File: src/rtl/mem_access_unit.sv
// MEM-stage controller: word loads/stores over req/ack, branch resolve, MEM/WB register.
// Optional MEM_ALIGN_CHECK_EN: misaligned accesses fault instead of issuing a request.
//
// state | meaning
// IDLE  | no access outstanding; EX/MEM contents are consumed or issued
// REQ   | request presented to data memory, waiting for dmem_ack
module mem_access_unit (
  input  logic        clk,
  input  logic        reset_n,
  input  logic [31:0] alu_res,
  input  logic [31:0] reg_data2,
  input  logic [4:0]  rd,
  input  logic        memRead,
  input  logic        memWrite,
  input  logic        branch,
  input  logic        memtoReg,
  input  logic        regWrite,
  input  logic        alu_zero,
  input  logic        qed_vld,
  input  logic [31:0] pc_branch,
  output logic        ex_mem_write,
  output logic        pc_src,
  output logic [31:0] pc_target,
  output logic        dmem_req,
  output logic        dmem_we,
  output logic [31:0] dmem_addr,
  output logic [31:0] dmem_wdata,
  input  logic [31:0] dmem_rdata,
  input  logic        dmem_ack,
  output logic [31:0] wb_data,
  output logic [4:0]  wb_rd,
  output logic        wb_regWrite,
  output logic        wb_vld,
  output logic        align_err
);

  typedef enum logic {IDLE = 1'b0, REQ = 1'b1} state_t;

  state_t      state_q, state_d;
  logic        dmem_req_q, dmem_req_d;
  logic        dmem_we_q, dmem_we_d;
  logic [31:0] dmem_addr_q, dmem_addr_d;
  logic [31:0] dmem_wdata_q, dmem_wdata_d;
  logic [31:0] wb_data_q, wb_data_d;
  logic [4:0]  wb_rd_q, wb_rd_d;
  logic        wb_regWrite_q, wb_regWrite_d;
  logic        wb_vld_q, wb_vld_d;
  logic        align_err_q, align_err_d;

  logic mem_op;
  logic misalign;

  assign mem_op = memRead | memWrite;

`ifdef MEM_ALIGN_CHECK_EN
  assign misalign = (alu_res[1:0] != 2'b00);
`else
  // Without the check the low address bits are simply dropped; align_err_q stays 0.
  assign misalign = 1'b0;
`endif

  assign pc_src    = branch & alu_zero;
  assign pc_target = pc_branch;

  always_comb begin
    state_d       = state_q;
    dmem_req_d    = dmem_req_q;
    dmem_we_d     = dmem_we_q;
    dmem_addr_d   = dmem_addr_q;
    dmem_wdata_d  = dmem_wdata_q;
    wb_data_d     = wb_data_q;
    wb_rd_d       = wb_rd_q;
    wb_regWrite_d = 1'b0;
    wb_vld_d      = 1'b0;
    align_err_d   = 1'b0;
    ex_mem_write  = 1'b1;

    case (state_q)
      IDLE: begin
        if (mem_op && !misalign) begin
          ex_mem_write = 1'b0;
          state_d      = REQ;
          dmem_req_d   = 1'b1;
          dmem_we_d    = memWrite;
          dmem_addr_d  = {alu_res[31:2], 2'b00};
          dmem_wdata_d = reg_data2;
        end else if (mem_op) begin
          // Faulting access retires with the address as data and no register write.
          align_err_d = 1'b1;
          wb_data_d   = alu_res;
          wb_rd_d     = rd;
          wb_vld_d    = qed_vld;
        end else begin
          wb_data_d     = alu_res;
          wb_rd_d       = rd;
          wb_regWrite_d = regWrite;
          wb_vld_d      = qed_vld;
        end
      end
      REQ: begin
        if (dmem_ack) begin
          state_d       = IDLE;
          dmem_req_d    = 1'b0;
          dmem_we_d     = 1'b0;
          wb_data_d     = memtoReg ? dmem_rdata : alu_res;
          wb_rd_d       = rd;
          wb_regWrite_d = regWrite;
          wb_vld_d      = qed_vld;
        end else begin
          ex_mem_write = 1'b0;
        end
      end
      default: state_d = IDLE;
    endcase
  end

  always_ff @(posedge clk or negedge reset_n) begin
    if (!reset_n) begin
      state_q       <= IDLE;
      dmem_req_q    <= 1'b0;
      dmem_we_q     <= 1'b0;
      dmem_addr_q   <= 32'd0;
      dmem_wdata_q  <= 32'd0;
      wb_data_q     <= 32'd0;
      wb_rd_q       <= 5'd0;
      wb_regWrite_q <= 1'b0;
      wb_vld_q      <= 1'b0;
      align_err_q   <= 1'b0;
    end else begin
      state_q       <= state_d;
      dmem_req_q    <= dmem_req_d;
      dmem_we_q     <= dmem_we_d;
      dmem_addr_q   <= dmem_addr_d;
      dmem_wdata_q  <= dmem_wdata_d;
      wb_data_q     <= wb_data_d;
      wb_rd_q       <= wb_rd_d;
      wb_regWrite_q <= wb_regWrite_d;
      wb_vld_q      <= wb_vld_d;
      align_err_q   <= align_err_d;
    end
  end

  assign dmem_req    = dmem_req_q;
  assign dmem_we     = dmem_we_q;
  assign dmem_addr   = dmem_addr_q;
  assign dmem_wdata  = dmem_wdata_q;
  assign wb_data     = wb_data_q;
  assign wb_rd       = wb_rd_q;
  assign wb_regWrite = wb_regWrite_q;
  assign wb_vld      = wb_vld_q;
  assign align_err   = align_err_q;

endmodule

File: config.mk
export PLATFORM = sky130hd
export DESIGN_NAME = mem_access_unit
export DESIGN_NICKNAME = d
export VERILOG_FILES = /design/src/rtl/mem_access_unit.sv
export SDC_FILE = /design/constraint.sdc
export NUM_CORES = 1
export LEC_CHECK = 0
export BUFFER_PORTS_ARGS = -buffer_cell sky130_fd_sc_hd__buf_2
export CORE_MARGIN = 2
export CORE_UTILIZATION = 36
export DETAILED_ROUTE_END_ITERATION = 12
export PLACE_DENSITY = 0.67
export SYNTH_ARGS = -nofsm -noshare
export SYNTH_HDL_FRONTEND = slang
export SYNTH_SLANG_ARGS = --single-unit
File: constraint.sdc
create_clock -name clk -period 3.9 [get_ports clk]
set_clock_uncertainty 0.1 [all_clocks]
set_input_delay 0.78 -clock clk [delete_from_list [all_inputs] [get_ports clk]]
set_output_delay 0.78 -clock clk [all_outputs]
set_load 0.05 [all_outputs]
==> results of run 1 <==
[path summary, 6_finish.rpt]
check                         start      endpoint  slack [ns]
max                         memRead  ex_mem_write        1.39
min                         reset_n  dmem_addr[8]        0.35
max reg2reg                 state_q   wb_data[31]        1.96
min reg2reg                dmem_req      dmem_req        0.39
max in group asynchronous   reset_n  dmem_addr[5]        2.60
min in group clk           dmem_req      dmem_req        0.39
[where the power goes]
part | internal [mW] | switching [mW] | total (mW)
combinational | 0.457 | 1.14 | 1.60
sequential | 1.31 | 0.113 | 1.43
clock | 0.593 | 0.380 | 0.973
[final cells by class]
class / count / share of cell area (%)
inverter: 2 / 0.1262
clock inverter: 3 / 1.093
clock buffer: 12 / 4.310
sequential: 104 / 43.73
tap: 172 / 3.616
multi-input combinational: 146 / 28.07
timing repair buffer: 219 / 19.05
[through the flow]
stage                     total power [mW]  cell area (um2)
after floorplan                      2.735             4634
after global placement               3.033             5629
after detailed placement             3.063             5629
after CTS                            4.046             5951
after global routing                 4.162             5951
final                                3.998             5951
[cells in the mapped netlist, drive strengths merged]
library cell,n
o21ai,1
conb,1
o31a,1
inv,2
dfrtp,104
o21bai,1
and2,1
mux2,131
nor2b,2
a21oi,1
buf,49
nand2,4
nand3b,1
[sequential cells by signal, indices dropped and copies added (netlist names)]
register,flops
dmem_we,1
wb_vld,1
wb_regWrite,1
state_q,1
wb_data,32
dmem_addr,30
wb_rd,5
dmem_wdata,32
dmem_req,1
[per-layer routing]
| metal | GRT usage, % | up-vias | share of wire (%) |
|---|---|---|---|
| met3 | 4.815 | 27 | 7.0 |
| met5 | 0 | - | 0 |
| li1 | - | 1360 | - |
| met4 | 6.777 | 0 | 2.5 |
| met2 | 27.12 | 132 | 51 |
| met1 | 17.57 | 1485 | 39 |
[worst max-delay path: stages]
cell and delay (ns):
buf_2 0.13, o31a_2 0.35, inv_1 0.10, buf_2 0.27
[cells by family (layout without fill, tap and decap cells)]
group	count (synthesis)	in the layout
AOI/OAI and AO/OA	4	4
buffers and inverters	51	236
DFF	104	104
muxes	131	131
other	1	3
and+or+nand+nor	8	8
==> flow_metrics.tcl, run 1 <==
set metrics [dict create \
    outcome "finished, final reports clean" \
    avgViaCountPerCell 4.565 \
    ant_nets 0 \
    leakagePower_nw 2.969 \
    relSlewSlack_pct 49.44 \
    synth_xor_area_share_pct 0 \
    totalWireLength_um 10400 \
    cts_root_buf "clkbuf_16" \
    synth-seq-cells 104 \
    synthCells 299 \
    finalWeightedCongestion 0.7702 \
    fmax_mhz 398.4 \
    period_needed_ns 2.510 \
    synth.area.top_cells "dfrtp_1 56%, mux2_2 25%, mux2_4 8.8%, buf_4 6.7%, buf_6 0.73%" \
    drv_cap 0 \
    area_growth_syn_to_layout_pct 28.61 \
    setup_viol 0 \
    synth-compound-area-share_pct 0.5679 \
    syn_area_um2 4627 \
    grt_usage_pct 15.56 \
    crit_type "input pin to primary output" \
    drv_slew 0 \
    vdd_drop_max_v 0.0002600 \
    syn_area_per_cell_um2 15.47 \
    synth-simple-area-share_pct 0.9465 \
    dp.cells 643 \
    preCtsSetupSlack_ns 1.375 \
    synth_adder_area_share_pct 0 \
    grt_pass1_wl_um 16850 \
    critPathMaxFanout 3 \
    clock_tree.buffer_depth 2 \
    r2r_cells 4 \
    cellPowerDensity_nw_per_um2 671.8 \
    grt_remaining_overflow 0 \
    die-height_um 117.4 \
    final_nets 625 \
    port_buffers 215 \
    rsz0062_at_grt "false" \
    dr.first_iter.drc_count 78 \
    clk_pin_slew_ns 0.07 \
    drc 0 \
    post_cts_resized 0 \
    core_um2 12570 \
    num_rows 41 \
    register_area_um2 2603 \
    ys_seq_area_share_pct 56.25 \
    initial_core_util_pct 36.81 \
    synth_top_family_by_area "multiplexers" \
    yosysTopAreaCellShare_pct 56.25 \
    tns_ns 0 \
    grt_max_degree 56 \
    final_util_pct 47.35 \
    required_ns 3.02 \
    worst_pin_slew_ns 0.7564 \
    first_pass_iters 4 \
    layout_common_cells "214 x buf_2, 104 x dfrtp_1, 101 x mux2_2" \
    cts_sinks 104 \
    worstHoldPathType "input pin to asynchronous set/reset pin" \
    dieWidth_um 117.4 \
    hold_ws_ns 0.3531 \
    arrival_ns 1.63 \
    vias 3004 \
    antenna_found_initial 0 \
    dp.final_hpwl_um 7713 \
    layout_setup_ws_ns 1.390 \
    cp-end-kind "primary output" \
    yosysTopAreaCell "dfrtp_1" \
    fill_cells 1129 \
    cts_max_level 3 \
    ys_warn_count 0 \
    multi_input_area_um2 1670 \
    cts_hold_buf 0 \
    diodes 0 \
    finalCritPeriodShare_pct 64.36 \
    cts_buffers 9 \
    layoutNonFillerInstCount 658 \
    worst_setup_path_start_kind "input pin" \
    final_common_cell "buf_2" \
    drt-wirelength-per-cell_um 15.80 \
    die-area_um2 13780 \
    cts_tree "built" \
    hold_viol 0 \
    synth_cell_types 18 \
    synth_mux_area_share_pct 34.07 \
    clock_latency_ns 0.34 \
    drive_gt1_share_pct 74.90 \
    grt_pass1_vias 3206 \
    cts_setup_buffers 0 \
    ios 283 \
]
(Power assumes the default switching activity.)
==> run 2: changes to the inputs <==
==> constraint.sdc (replaced) <==
create_clock -name clk -period 2.45 [get_ports clk]
set_clock_uncertainty 0.1 [all_clocks]
set_input_delay 0.49 -clock clk [delete_from_list [all_inputs] [get_ports clk]]
set_output_delay 0.49 -clock clk [all_outputs]
set_load 0.05 [all_outputs]
==> run 2 against run 1 <==
Net effect:
- critical path depth decreased by 1
- utilization is 0.22 points lower
- worst setup slack lost 1.0 ns
- sequential power rose by 59%
- total power grew 53%
- sequential cell count stayed put
- die area unchanged
- combinational power increased by 59%
- hold slack worse by 0.34 ns
- register-to-register slack worse by 1.2 ns
- final cell count up 0.91%
- global-route usage down 0.072 points
- largest power group unchanged
- highest routed layer unchanged
==> flow_metrics.tcl, run 2 (synthesis results as in run 1) <==
set metrics [dict create \
    dp.final_hpwl_um 8005 \
    fmax_mhz 478.2 \
    required_ns 1.86 \
    outcome "finished, final reports clean" \
    crit_type "flip-flop to primary output" \
    hold_viol 0 \
    finalWeightedCongestion 0.7602 \
    slowest_delay_ns 0.43 \
    cts_max_level 3 \
    drt-wirelength-per-cell_um 15.53 \
    finalCritPeriodShare_pct 85.36 \
    crit_buf_inv 2 \
    core_um2 12570 \
    final_common_cell "buf_2" \
    relSlewSlack_pct 64.15 \
    post_cts_resized 0 \
    place_area_um2 5654 \
    final_area_um2 5923 \
    diodes 0 \
    final_nets 630 \
    totalWireLength_um 10310 \
    initial_core_util_pct 36.81 \
    drive_gt1_share_pct 74.59 \
    ios 283 \
    drv_cap 0 \
    clock_tree.buffer_depth 2 \
    cts_hold_buf 0 \
    leakagePower_nw 2.951 \
    worst_pin_slew_ns 0.5377 \
    area_growth_syn_to_layout_pct 28.02 \
    worstHoldPathType "input pin to asynchronous set/reset pin" \
    grt_max_degree 48 \
    cts_tree "built" \
    path_cells "o31a_2 > inv_1 > buf_2" \
    port_buffers 215 \
    antenna_found_initial 0 \
    die-area_um2 13780 \
    setup_viol 0 \
    grt_pass1_vias 3308 \
    cellPowerDensity_nw_per_um2 1034 \
    grt_pass1_wl_um 16950 \
    vias 3033 \
    dr.first_iter.drc_count 98 \
    die-height_um 117.4 \
    drv_slew 0 \
    worst_setup_path_start_kind "flip-flop" \
    arrival_ns 1.50 \
    drc 0 \
    clk_pin_slew_ns 0.07 \
    avgViaCountPerCell 4.568 \
    clock_latency_ns 0.34 \
    cp_slowest_cell "dfrtp_1" \
    tns_ns 0 \
    cts_setup_buffers 0 \
    cts_root_buf "clkbuf_16" \
    critPathTopFamily "flip-flops" \
    period_needed_ns 2.091 \
    num_rows 41 \
    vdd_drop_max_v 0.0004690 \
    cp-end-kind "primary output" \
    dieWidth_um 117.4 \
    cts_sinks 104 \
    ant_nets 0 \
    rsz0062_at_grt "false" \
    layout_common_cells "214 x buf_2, 104 x dfrtp_1, 101 x mux2_2" \
    grt_remaining_overflow 0 \
    first_pass_iters 4 \
    grt_usage_pct 15.49 \
    cts_buffers 9 \
    critPathMaxFanout 6 \
]
==> run 2: changes by cell type in the layout (fill, tap and decap cells not counted) <==
| cell | change |
|---|---|
| buf_4 | +6 |
| clkinvlp_4 | +2 |
| clkbuf_8 | -1 |
| bufinv_16 | -2 |
| buf_12 | -1 |
| clkbuf_1 | +3 |
| clkinv_2 | -1 |
==> run 2: through the flow <==
step	total power, mW	util (%)	instances	hold WS (ns)	worst slack (ns)
5_1_grt	6.419	47.13	664	0.04185	0.2741
3_5_place_dp	4.879	44.99	648	0.3756	0.5370
3_3_place_gp	4.828	44.99	648	0.3580	0.5365
2_1_floorplan	4.354	-	301	0.09441	0.5636
6_report	6.127	47.13	664	0.01058	0.3587
4_1_cts	6.221	47.13	664	0.01970	0.3190
==> run 2: final timing paths <==
check,start,cells past startpoint,end,slack [ns]
max reg2reg,state_q,4,wb_data[0],0.74
max in group asynchronous,reset_n,2,dmem_wdata[20],1.60
min,reset_n,1,wb_data[10],0.01
min in group clk,reg_data2[2],2,dmem_wdata[2],0.28
min reg2reg,dmem_req,2,dmem_req,0.39
max,state_q,3,ex_mem_write,0.36
==> run 2: layout make-up <==
| cell class | count | area, um2 |
|---|---|---|
| clock buffer | 14 | 254.0 |
| sequential | 104 | 2603 |
| multi-input combinational | 146 | 1670 |
| inverter | 2 | 7.507 |
| timing repair buffer | 224 | 1159 |
| fill | 1147 | 6645 |
| clock inverter | 2 | 15.01 |
| tap | 172 | 215.2 |
==> run 2: where the power goes <==
group | internal, mW | switching [mW]
Combinational | 0.730 | 1.82
Sequential | 2.09 | 0.177
Clock | 0.719 | 0.591
Total | 3.54 | 2.59
==> run 2: per-layer routing <==
| layer | share of wire, % | wire length (um) | GRT usage (%) | vias up |
|---|---|---|---|---|
| met4 | 2.2 | 230 | 6.476 | 0 |
| met1 | 38 | 3908 | 17.38 | 1503 |
| met3 | 7.4 | 767 | 4.767 | 28 |
| met5 | 0 | 0 | 0 | - |
| met2 | 52 | 5408 | 27.27 | 132 |
| li1 | - | - | - | 1370 |
==> run 3: changes to the inputs <==
--- a/config.mk
+++ b/config.mk
@@ -6,6 +6,7 @@
 export NUM_CORES = 1
 export LEC_CHECK = 0
 export BUFFER_PORTS_ARGS = -buffer_cell sky130_fd_sc_hd__buf_2
+export CORE_ASPECT_RATIO = 0.6
 export CORE_MARGIN = 2
 export CORE_UTILIZATION = 36
 export DETAILED_ROUTE_END_ITERATION = 12
==> run 3 against run 2 <==
Net effect:
- clock power about the same
- fmax down 1.2%
- critical path depth unchanged
- via count down 1.2%
- total power up 0.34%
- worst setup slack worse by 0.026 ns
- critical endpoint unchanged
- largest cell class unchanged
- die area up 0.21%
==> flow_metrics.tcl, run 3 (synthesis results as in run 1) <==
set metrics [dict create \
    drv_slew 0 \
    worstHoldPathType "input pin to flip-flop" \
    totalWireLength_um 10200 \
    post_cts_resized 0 \
    drt-wirelength-per-cell_um 15.47 \
    p_clk_share_pct 21.6 \
    grt_max_degree 64 \
    dp.final_hpwl_um 7662 \
    final_common_cell "buf_2" \
    grt_pass1_vias 3141 \
    clock_latency_ns 0.33 \
    finalWeightedCongestion 0.7445 \
    port_buffers 215 \
    first_pass_iters 4 \
    area_growth_syn_to_layout_pct 28.23 \
    arrival_ns 1.53 \
    avgViaCountPerCell 4.549 \
    total_power_mw 6.148 \
    grt_usage_pct 14.85 \
    drv_cap 0 \
    grt_pass1_wl_um 15940 \
    die-area_um2 13810 \
    finalCritPeriodShare_pct 86.42 \
    p_sw_mw 2.630 \
    outcome "finished, final reports clean" \
    cts_hold_buf 1 \
    drive_gt1_share_pct 75.05 \
    cts_root_buf "clkbuf_16" \
    core_um2 12690 \
    dr.first_iter.drc_count 89 \
    path_cells "o31a_2 > inv_1 > buf_2" \
    cts_buffers 9 \
    slowest_delay_ns 0.45 \
    layoutNonFillerInstCount 659 \
    cellPowerDensity_nw_per_um2 1036 \
    final_nets 628 \
    initial_core_util_pct 36.46 \
    leakagePower_nw 2.961 \
    ios 283 \
    setup_viol 0 \
    crit_type "flip-flop to primary output" \
    cts_tree "built" \
    required_ns 1.86 \
    ant_nets 0 \
    vias 2998 \
    clk_pin_slew_ns 0.07 \
    die-height_um 91.82 \
    comb_power_share_pct 41.5 \
    p_int_mw 3.518 \
    cp_slowest_cell "dfrtp_1" \
    register_area_um2 2603 \
    cp-end-kind "primary output" \
    worst_setup_path_start_kind "flip-flop" \
    layout_common_cells "214 x buf_2, 104 x dfrtp_1, 101 x mux2_2" \
    hold_viol 0 \
    dieWidth_um 150.4 \
    cts_max_level 3 \
    clock_tree.buffer_depth 2 \
    diodes 0 \
    fmax_mhz 472.3 \
    drc 0 \
    seqPwrFrac_pct 36.9 \
    cts_sinks 104 \
    period_needed_ns 2.117 \
    vdd_drop_max_v 0.0004086 \
    dp.cells 643 \
    rsz0062_at_grt "false" \
    cts_setup_buffers 0 \
    tns_ns 0 \
    p_sw_share_pct 42.78 \
    multi_input_area_um2 1670 \
    critPathMaxFanout 6 \
    antenna_found_initial 0 \
    num_rows 32 \
    fill_cells 1135 \
    grt_remaining_overflow 0 \
]
run 3: changes by cell type in the layout (fill, tap and decap cells not counted), sizes merged:
cell | before | now
clkinvlp | 2 | 1
clkbuf | 14 | 9
clkinv | 0 | 2
inv | 2 | 5
dlygate4sd3 | 0 | 1
buf | 224 | 221
run 3: final cells by class:
| type | count | share of cell area (%) |
|---|---|---|
| clock inverter | 6 | 0.7381 |
| sequential | 104 | 43.86 |
| multi-input combinational | 146 | 28.15 |
| tap | 170 | 3.585 |
| inverter | 2 | 0.1265 |
| timing repair buffer | 222 | 19.74 |
| clock buffer | 9 | 3.796 |
run 3: power by group through the flow:
stage	Clock, mW	Combinational (mW)	Sequential, mW
finish	1.33	2.55	2.27
global route	1.47	2.67	2.31
CTS	1.40	2.58	2.27
detailed placement	0	2.58	2.30
global placement	0	2.55	2.28
floorplan	0	0.719	3.64
run 3: final timing paths:
check | slack (ns) | start | cells past startpoint | endpoint
hold reg to reg | 0.40 | dmem_req | 2 | dmem_req
setup / recovery | 0.33 | state_q | 3 | ex_mem_write
setup reg to reg | 0.75 | state_q | 4 | wb_data[23]
hold / removal | 0.28 | reg_data2[13] | 2 | dmem_wdata[13]
min in group asynchronous | 0.49 | reset_n | 2 | dmem_addr[28]
max in group asynchronous | 1.12 | reset_n | 3 | dmem_addr[31]
run 3: stage by stage:
step	cell area (um2)	utilization [%]	hold WS (ns)	worst slack [ns]
after floorplan	4634	-	0.09441	0.5636
after global placement	5654	44.55	0.3044	0.5357
after detailed placement	5654	44.55	0.3078	0.5443
after CTS	5933	46.75	0.2627	0.2930
after global routing	5933	46.75	0.2581	0.2440
final	5933	46.75	0.2827	0.3327
run 3: per-layer routing:
| metal | GRT usage [%] | vias up | routed length [um] |
|---|---|---|---|
| li1 | - | 1365 | - |
| met3 | 6.468 | 13 | 1022 |
| met1 | 18.63 | 1475 | 4384 |
| met5 | 0 | - | 0 |
| met2 | 23.75 | 145 | 4711 |
| met4 | 3.302 | 0 | 76 |
run 3: worst max-delay path, delay by kind of cell (launching register included):
family	cells	cell delay, ns
AOI/OAI and AO/OA	1	0.43
buffers and inverters	2	0.31
DFF	1	0.45
